`src/rtl/led_sched.sv`:
```
// led_sched: four-requester round-robin LED scheduler with tick-based hold and
// forced-off gap between consecutive grants.
module led_sched #(
    parameter int unsigned PRESCALE = 48000,
    parameter int unsigned DUR_W    = 8,
    parameter int unsigned GAP      = 2
) (
    input  logic               i_clk,
    input  logic               i_rst_n,
    input  logic [3:0]         i_req,
    input  logic [3:0]         i_lvl,
    input  logic [4*DUR_W-1:0] i_dur,
    output logic [3:0]         o_ack,
    output logic [3:0]         o_grant,
    output logic               o_led,
    output logic               o_busy,
    output logic               o_tick
);

    localparam int unsigned PS_W  = 16;
    localparam int unsigned CNT_W = (DUR_W > 8) ? DUR_W : 8;

    localparam logic [1:0] S_IDLE = 2'd0;
    localparam logic [1:0] S_HOLD = 2'd1;
    localparam logic [1:0] S_GAP  = 2'd2;

    logic [PS_W-1:0]  presc_q, presc_d;
    logic             tick_q, tick_d;
    logic [1:0]       state_q, state_d;
    logic [CNT_W-1:0] cnt_q, cnt_d;
    logic [1:0]       last_q, last_d;
    logic             lvl_q, lvl_d;
    logic [3:0]       ack_q, ack_d;
    logic [3:0]       grant_q, grant_d;
    logic             led_q, led_d;
    logic             busy_q, busy_d;

    logic [1:0]       cand;
    logic [1:0]       win;
    logic [DUR_W-1:0] win_dur;
    logic             win_lvl;

    // Free-running prescaler; the tick is registered on the wrap edge.
    always_comb begin
        if (presc_q == PS_W'(PRESCALE - 1)) begin
            presc_d = '0;
            tick_d  = 1'b1;
        end else begin
            presc_d = presc_q + PS_W'(1);
            tick_d  = 1'b0;
        end
    end

    // Round-robin pick: scan from the farthest slot to the nearest after last
    // so the nearest active requester overwrites the others.
    always_comb begin
        win  = last_q + 2'd1;
        cand = last_q;
        for (int i = 4; i >= 1; i--) begin
            cand = last_q + 2'(i);
            if (i_req[cand]) begin
                win = cand;
            end
        end
        win_dur = i_dur[32'(win) * DUR_W +: DUR_W];
        win_lvl = i_lvl[win];
    end

    // Next-state and registered-output computation for IDLE/HOLD/GAP.
    always_comb begin
        state_d = state_q;
        cnt_d   = cnt_q;
        last_d  = last_q;
        lvl_d   = lvl_q;
        ack_d   = '0;
        case (state_q)
            S_IDLE: begin
                if (|i_req) begin
                    state_d = S_HOLD;
                    last_d  = win;
                    lvl_d   = win_lvl;
                    cnt_d   = (win_dur == '0) ? CNT_W'(1) : CNT_W'(win_dur);
                    ack_d   = 4'b0001 << win;
                end
            end
            S_HOLD: begin
                if (tick_q) begin
                    if (cnt_q <= CNT_W'(1)) begin
                        if (GAP > 0) begin
                            state_d = S_GAP;
                            cnt_d   = CNT_W'(GAP);
                        end else begin
                            state_d = S_IDLE;
                            cnt_d   = '0;
                        end
                    end else begin
                        cnt_d = cnt_q - CNT_W'(1);
                    end
                end
            end
            S_GAP: begin
                if (tick_q) begin
                    if (cnt_q <= CNT_W'(1)) begin
                        state_d = S_IDLE;
                        cnt_d   = '0;
                    end else begin
                        cnt_d = cnt_q - CNT_W'(1);
                    end
                end
            end
            default: begin
                state_d = S_IDLE;
                cnt_d   = '0;
            end
        endcase
        led_d   = (state_d == S_HOLD) && lvl_d;
        grant_d = (state_d == S_HOLD) ? (4'b0001 << last_d) : 4'b0000;
        busy_d  = (state_d != S_IDLE);
    end

    // State and output registers with asynchronous active-low reset.
    always_ff @(posedge i_clk or negedge i_rst_n) begin
        if (!i_rst_n) begin
            presc_q <= '0;
            tick_q  <= 1'b0;
            state_q <= S_IDLE;
            cnt_q   <= '0;
            last_q  <= 2'd3;
            lvl_q   <= 1'b0;
            ack_q   <= '0;
            grant_q <= '0;
            led_q   <= 1'b0;
            busy_q  <= 1'b0;
        end else begin
            presc_q <= presc_d;
            tick_q  <= tick_d;
            state_q <= state_d;
            cnt_q   <= cnt_d;
            last_q  <= last_d;
            lvl_q   <= lvl_d;
            ack_q   <= ack_d;
            grant_q <= grant_d;
            led_q   <= led_d;
            busy_q  <= busy_d;
        end
    end

    assign o_ack   = ack_q;
    assign o_grant = grant_q;
    assign o_led   = led_q;
    assign o_busy  = busy_q;
    assign o_tick  = tick_q;

endmodule

```
`config.mk`:
```
export PLATFORM = sky130hd
export DESIGN_NAME = led_sched
export DESIGN_NICKNAME = d
export VERILOG_FILES = /design/src/rtl/led_sched.sv
export SDC_FILE = /design/constraint.sdc
export NUM_CORES = 1
export LEC_CHECK = 0
export BUFFER_PORTS_ARGS = -buffer_cell sky130_fd_sc_hd__buf_2
export CAP_MARGIN = 20
export CORE_UTILIZATION = 55
export DETAILED_ROUTE_END_ITERATION = 8
export GPL_TIMING_DRIVEN = 0
export PLACE_DENSITY = 0.83
export SLEW_MARGIN = 20
export SYNTH_ARGS = -nofsm -noshare
export SYNTH_HDL_FRONTEND = slang
export SYNTH_SLANG_ARGS = --single-unit
```
`constraint.sdc`:
```
create_clock -name i_clk -period 3.3 [get_ports i_clk]
set_input_delay 0.825 -clock i_clk [delete_from_list [all_inputs] [get_ports i_clk]]
set_output_delay 0.825 -clock i_clk [all_outputs]
set_load 0.01 [all_outputs]
```
==> Word level (Yosys, flattened, before mapping) <==
Index checks and enable logic that the tools add are counted.
{ "totals": {"wordCells": 73, "register_bits": 40, "output_inout_bits": 11} }
{ "op_classes": {"order_cmp": 6, "muxes": 36, "n_addsub": 5, "n_eq_ne": 7, "n_reduce_logical": 6, "shift": 3} }
{ "op_table": {"columns": ["operator", "count"], "rows": [
  ["2-to-1 mux 8 bit", 6],
  ["indexed part select 32 x 6 -> 8 bit", 1],
  ["case mux 8 bit (3 select lines)", 1],
  ["2-to-1 mux 2 bit", 11],
  ["adder 16 x 1 -> 16 bit, second input constant", 1],
  ["== test 16 bit, second input constant", 1],
  ["2-to-1 mux 16 bit", 1],
  ["less-than comparator 2 x 3 -> 1 bit, second input constant", 5],
  ["2-to-1 mux 4 bit", 3],
  ["binary-select mux 1 bit (select 2 bit)", 5],
  ["less-or-equal comparator 8 x 1 -> 1 bit, second input constant", 1],
  ["logical NOT 8 bit", 1],
  ["2-to-1 mux 1 bit", 8],
  ["left shift 1 x 2 -> 4 bit, first input constant", 2],
  ["subtractor 8 x 1 -> 8 bit, second input constant", 1],
  ["!= test 2 bit, second input constant", 3],
  ["case mux 2 bit (3 select lines)", 1],
  ["adder 2 bit, second input constant", 2],
  ["== test 2 x 1 -> 1 bit, second input constant", 2],
  ["OR reduction 4 bit", 1],
  ["AND reduction 3 bit", 1],
  ["adder 2 x 1 -> 2 bit, second input constant", 1],
  ["== test 2 bit, second input constant", 1],
  ["logical NOT 2 bit", 1],
  ["other kinds (2)", 2]
]} }

==> Depth between registers and ports, before layout <==
{ "logic_depth": {"word_depth": 11, "ltp_mapped": 10} }

==> Worst setup path after synthesis <==
Ideal clock, no wire load.
{ "synth_timing": {"path_type": "input-to-reg", "from": "input i_req[0]", "to": "register cnt_q[0]", "setup_ns": 0.082, "path_slack_ns": 0.809, "cell_stages": 8, "t_required_ns": 3.218, "arrival_ns": 2.408, "path_cell_list": "or2_4 -> a21oi_1 -> a211o_1 -> buf_6 -> mux2i_1 -> a22oi_1 -> or4_1 -> o22ai_1"} }
{ "synth_between": {"elab_chain_len": 11, "word_cells_on_any_way": 20, "cone_classes": "eq/ne (1); shift (1); mux (15); reduce/logical (3)"} }
{ "synth_lines": {"columns": ["element", "line", "text"], "rows": [
  ["from (decl)", "10", "input logic [3:0] i_req,"],
  ["binary-select mux 1 bit (select 2 bit)", "61", "if (i_req[cand]) begin"],
  ["2-to-1 mux 1 bit (not written as such)", "61", null],
  ["2-to-1 mux 2 bit (4 in series)", "61", null],
  ["indexed part select 32 x 6 -> 8 bit", "65", "win_dur = i_dur[32'(win) * DUR_W +: DUR_W];"],
  ["logical NOT 8 bit", "82", "cnt_d = (win_dur == '0) ? CNT_W'(1) : CNT_W'(win_dur);"],
  ["2-to-1 mux 8 bit", "82", null],
  ["2-to-1 mux 8 bit", "78", "if (|i_req) begin"],
  ["case mux 8 bit (3 select lines)", "76", "case (state_q)"],
  ["to (signal assigned)", "138", "cnt_q <= cnt_d;"],
  ["to (decl)", "30", "logic [CNT_W-1:0] cnt_q, cnt_d;"]
]} }
Several ways; a longest one is shown, not always the timed one. The select of a mux whose other input is x is not followed.
A chain may end at the register's enable or synchronous reset.

==> Worst setup path after layout <==
Same ends and word-level chain as after synthesis.

==> flow_summary.yaml <==
run_status:
  status: "completed"
layout:
  post-route-util_pct: 70.49
  fin_area_um2: 2639
  syn_to_final_growth_pct: 20.10
  antennaDiodeCount: 0
  nFillCells: 309
  nets: 348
  drive_above_1_share_pct: 24.34
critical_path:
  endpoint: "cnt_q[0]"
  cp_data_required_time_ns: 3.52
  cp.depth: 9
  crit_path_end_kind: "flip-flop"
  reg2reg_slack_ns: 0.89
  cp-start-kind: "input port"
  critical_path_class: "in2reg"
  r2r_cells: 8
  timing.rr.start: "last_q[0]"
  path_cells: "buf_2 > or2_4 > a21oi_1 > a211o_1 > buf_6 > mux2i_1 > a22oi_1 > or4_1 > o22ai_1"
  startpoint: "i_req[0]"
  crit_buf_inv: 2
  path_delay_family: "simple AND/OR/NAND/NOR gates"
  worst_path_largest_cell_delay_ns: 0.54
  path_max_fanout: 10
  rr_endpoint: "cnt_q[0]"
  worstPathArrival_ns: 2.73
  cp_slowest_cell: "or4_1"
timing:
  finalHoldViolCount: 0
  tightest_slew_ns: 0.8458
  tns_ns: 0
  rsz0062_at_grt: "false"
  clock.fmax_mhz: 398.8
  hold_slack_ns: 0.4669
  layout_worst_path_cycle_share_pct: 75.99
  setup_violations: 0
  finalClockSkew_ns: 0.008173
  final.min_clock_period_ns: 2.508
  max_slew_margin_pct: 43.61
  slew_viol_final: 0
power_and_ir_drop:
  vdd_drop_max_uv: 376.1
  p_leak_nw: 1.265
  p_per_area_nw_per_um2: 616.6
drt:
  drt_drc_violations_left: 0
  first_iter_violations: 76
  ant_nets: 0
  vias: 1965
  drt_wl_total_um: 4749
  vias_per_cell: 5.582
  wire_per_inst_um: 13.49
  dr.pass1.iters: 4
clock_tree:
  clk_latency_ns: 0.30
  cts-htree-levels: 2
  cts.sinks: 40
  cts_buffers: 5
  post_cts_resized: 0
  clockBufferDepth: 2
  cts_root_buf: "clkbuf_8"
  clk_pin_slew_ns: 0.08
  ctsHoldBuffers: 0
  tritoncts: "yes"
  postCtsSetupRepairBufs: 0
die:
  start_util_pct: 58.69
  rows: 22
  die_w_um: 65.21
  ios: 53
  dieArea_um2: 4252
  dieHeight_um: 65.21
  core-area_um2: 3744
synthesis:
  ys_types: 45
  netlist_top_cells_area: "dfrtp_1 (43%), nor2_1 (6.2%), mux2i_1 (4.6%)"
  synth_area_um2: 2197
  synth.most_common_cell: "dfrtp_1"
  synth-seq-cells: 40
  ys_async_sr_fraction_pct: 100.0
  avgSynthCellArea_um2: 9.005
  synth-edff-count: 0
  seq_area_frac_synth_pct: 45.67
  yosysTopAreaCell: "dfrtp_1"
  synth_nets: 289
  synth_warnings: 0
  synthTopCellsByCount: "dfrtp_1 (38), nor2_1 (36), nand2_1 (26), a21oi_1 (16), o21ai_0 (13)"
  synth_top_flop_cell: "dfrtp_1"
  yosys.area.top_type_share_pct: 43.28
  synthCells: 244
placed_design:
  post-dp-hpwl_um: 3549
  post_dp_cell_area_um2: 2517
  place.gp.congestion: 0.8219
  io_buffers: 52
global_route:
  grtUsageTotal_pct: 24.60
  grt_busiest_layer: "met2"
  met3_usage_pct: 6.076
  gr-usage-met2_pct: 43.04
  grt_pass1_vias: 1916
  grt_max_degree: 41
  overflow: 0
  use_met1_pct: 27.20
  grt_antenna_before_repair: 0
  grt_pass1_wl_um: 7907
run:
  max_cap_viol_count: 0
hold_path:
  hp-class: "reg2reg"
==> where the power goes <==
part	leakage (nW)	internal [mW]	total [mW]	switching, mW
Sequential	0.502	0.579	0.640	0.0614
Clock	0.0614	0.247	0.422	0.175
Combinational	0.702	0.238	0.564	0.326
Total	1.26	1.06	1.63	0.563
==> layout by cell type, fill, tap and decap left out, types with 8 or more instances in the layout <==
cell type,instances
a21oi_1,16
buf_2,56
inv_1,12
o21ai_0,13
xnor2_1,8
mux2i_1,10
nor3_1,9
nand2_1,26
nor2_1,36
dfrtp_1,38
==> registers in the layout, summed over array words and instances (netlist names) <==
signal / cells
o_ack: 4
o_grant: 4
o_tick: 1
lvl_q: 1
presc_q: 16
last_q: 2
state_q: 2
o_led: 1
cnt_q: 8
o_busy: 1
==> worst min path at each step <==
stage / startpoint / end / slack, ns / cells after the start
global placement: presc_q[0] / presc_q[0] / 0.45 / 1
floorplan: presc_q[0] / presc_q[0] / 0.43 / 1
detailed placement: presc_q[0] / presc_q[0] / 0.46 / 1
CTS: presc_q[0] / presc_q[0] / 0.47 / 1
global route: presc_q[0] / presc_q[0] / 0.48 / 1
finish: presc_q[0] / presc_q[0] / 0.47 / 1
==> stage by stage <==
step	instances	setup slack, ns	power, mW
global route	352	0.5956	1.744
global placement	344	0.5512	1.194
floorplan	244	0.8092	1.049
detailed placement	344	0.4970	1.211
CTS	352	0.8095	1.635
finish	352	0.7923	1.627
==> cell type report <==
type | count | area, µm² | share of cell area (%)
Buffer | 8 | 42.54 | 1.612
Clock buffer | 6 | 82.58 | 3.129
Clock inverter | 2 | 38.79 | 1.470
Inverter | 12 | 45.04 | 1.707
Multi-Input combinational cell | 184 | 1106 | 41.92
Sequential cell | 40 | 1003 | 38.03
Tap cell | 48 | 60.06 | 2.276
Timing Repair Buffer | 52 | 260.3 | 9.863
==> cells by family (layout without fill, tap and decap cells) <==
family | after synthesis | in the layout | share of synthesized area (%)
fa+ha+maj | 4 | 4 | 2.164
compound gates | 59 | 59 | 17.31
simple gates | 95 | 95 | 19.82
buf+inv | 20 | 80 | 3.986
xor+xnor | 15 | 15 | 5.980
flops | 40 | 40 | 45.67
mux | 11 | 11 | 5.068
==> routing by layer <==
layer / up-vias / part of all wire, %
met5: - / 0
met4: 0 / 2.6
met3: 13 / 7.7
met2: 81 / 47
met1: 893 / 43
li1: 978 / -
No activity file was read; power rests on OpenSTA's default activity.
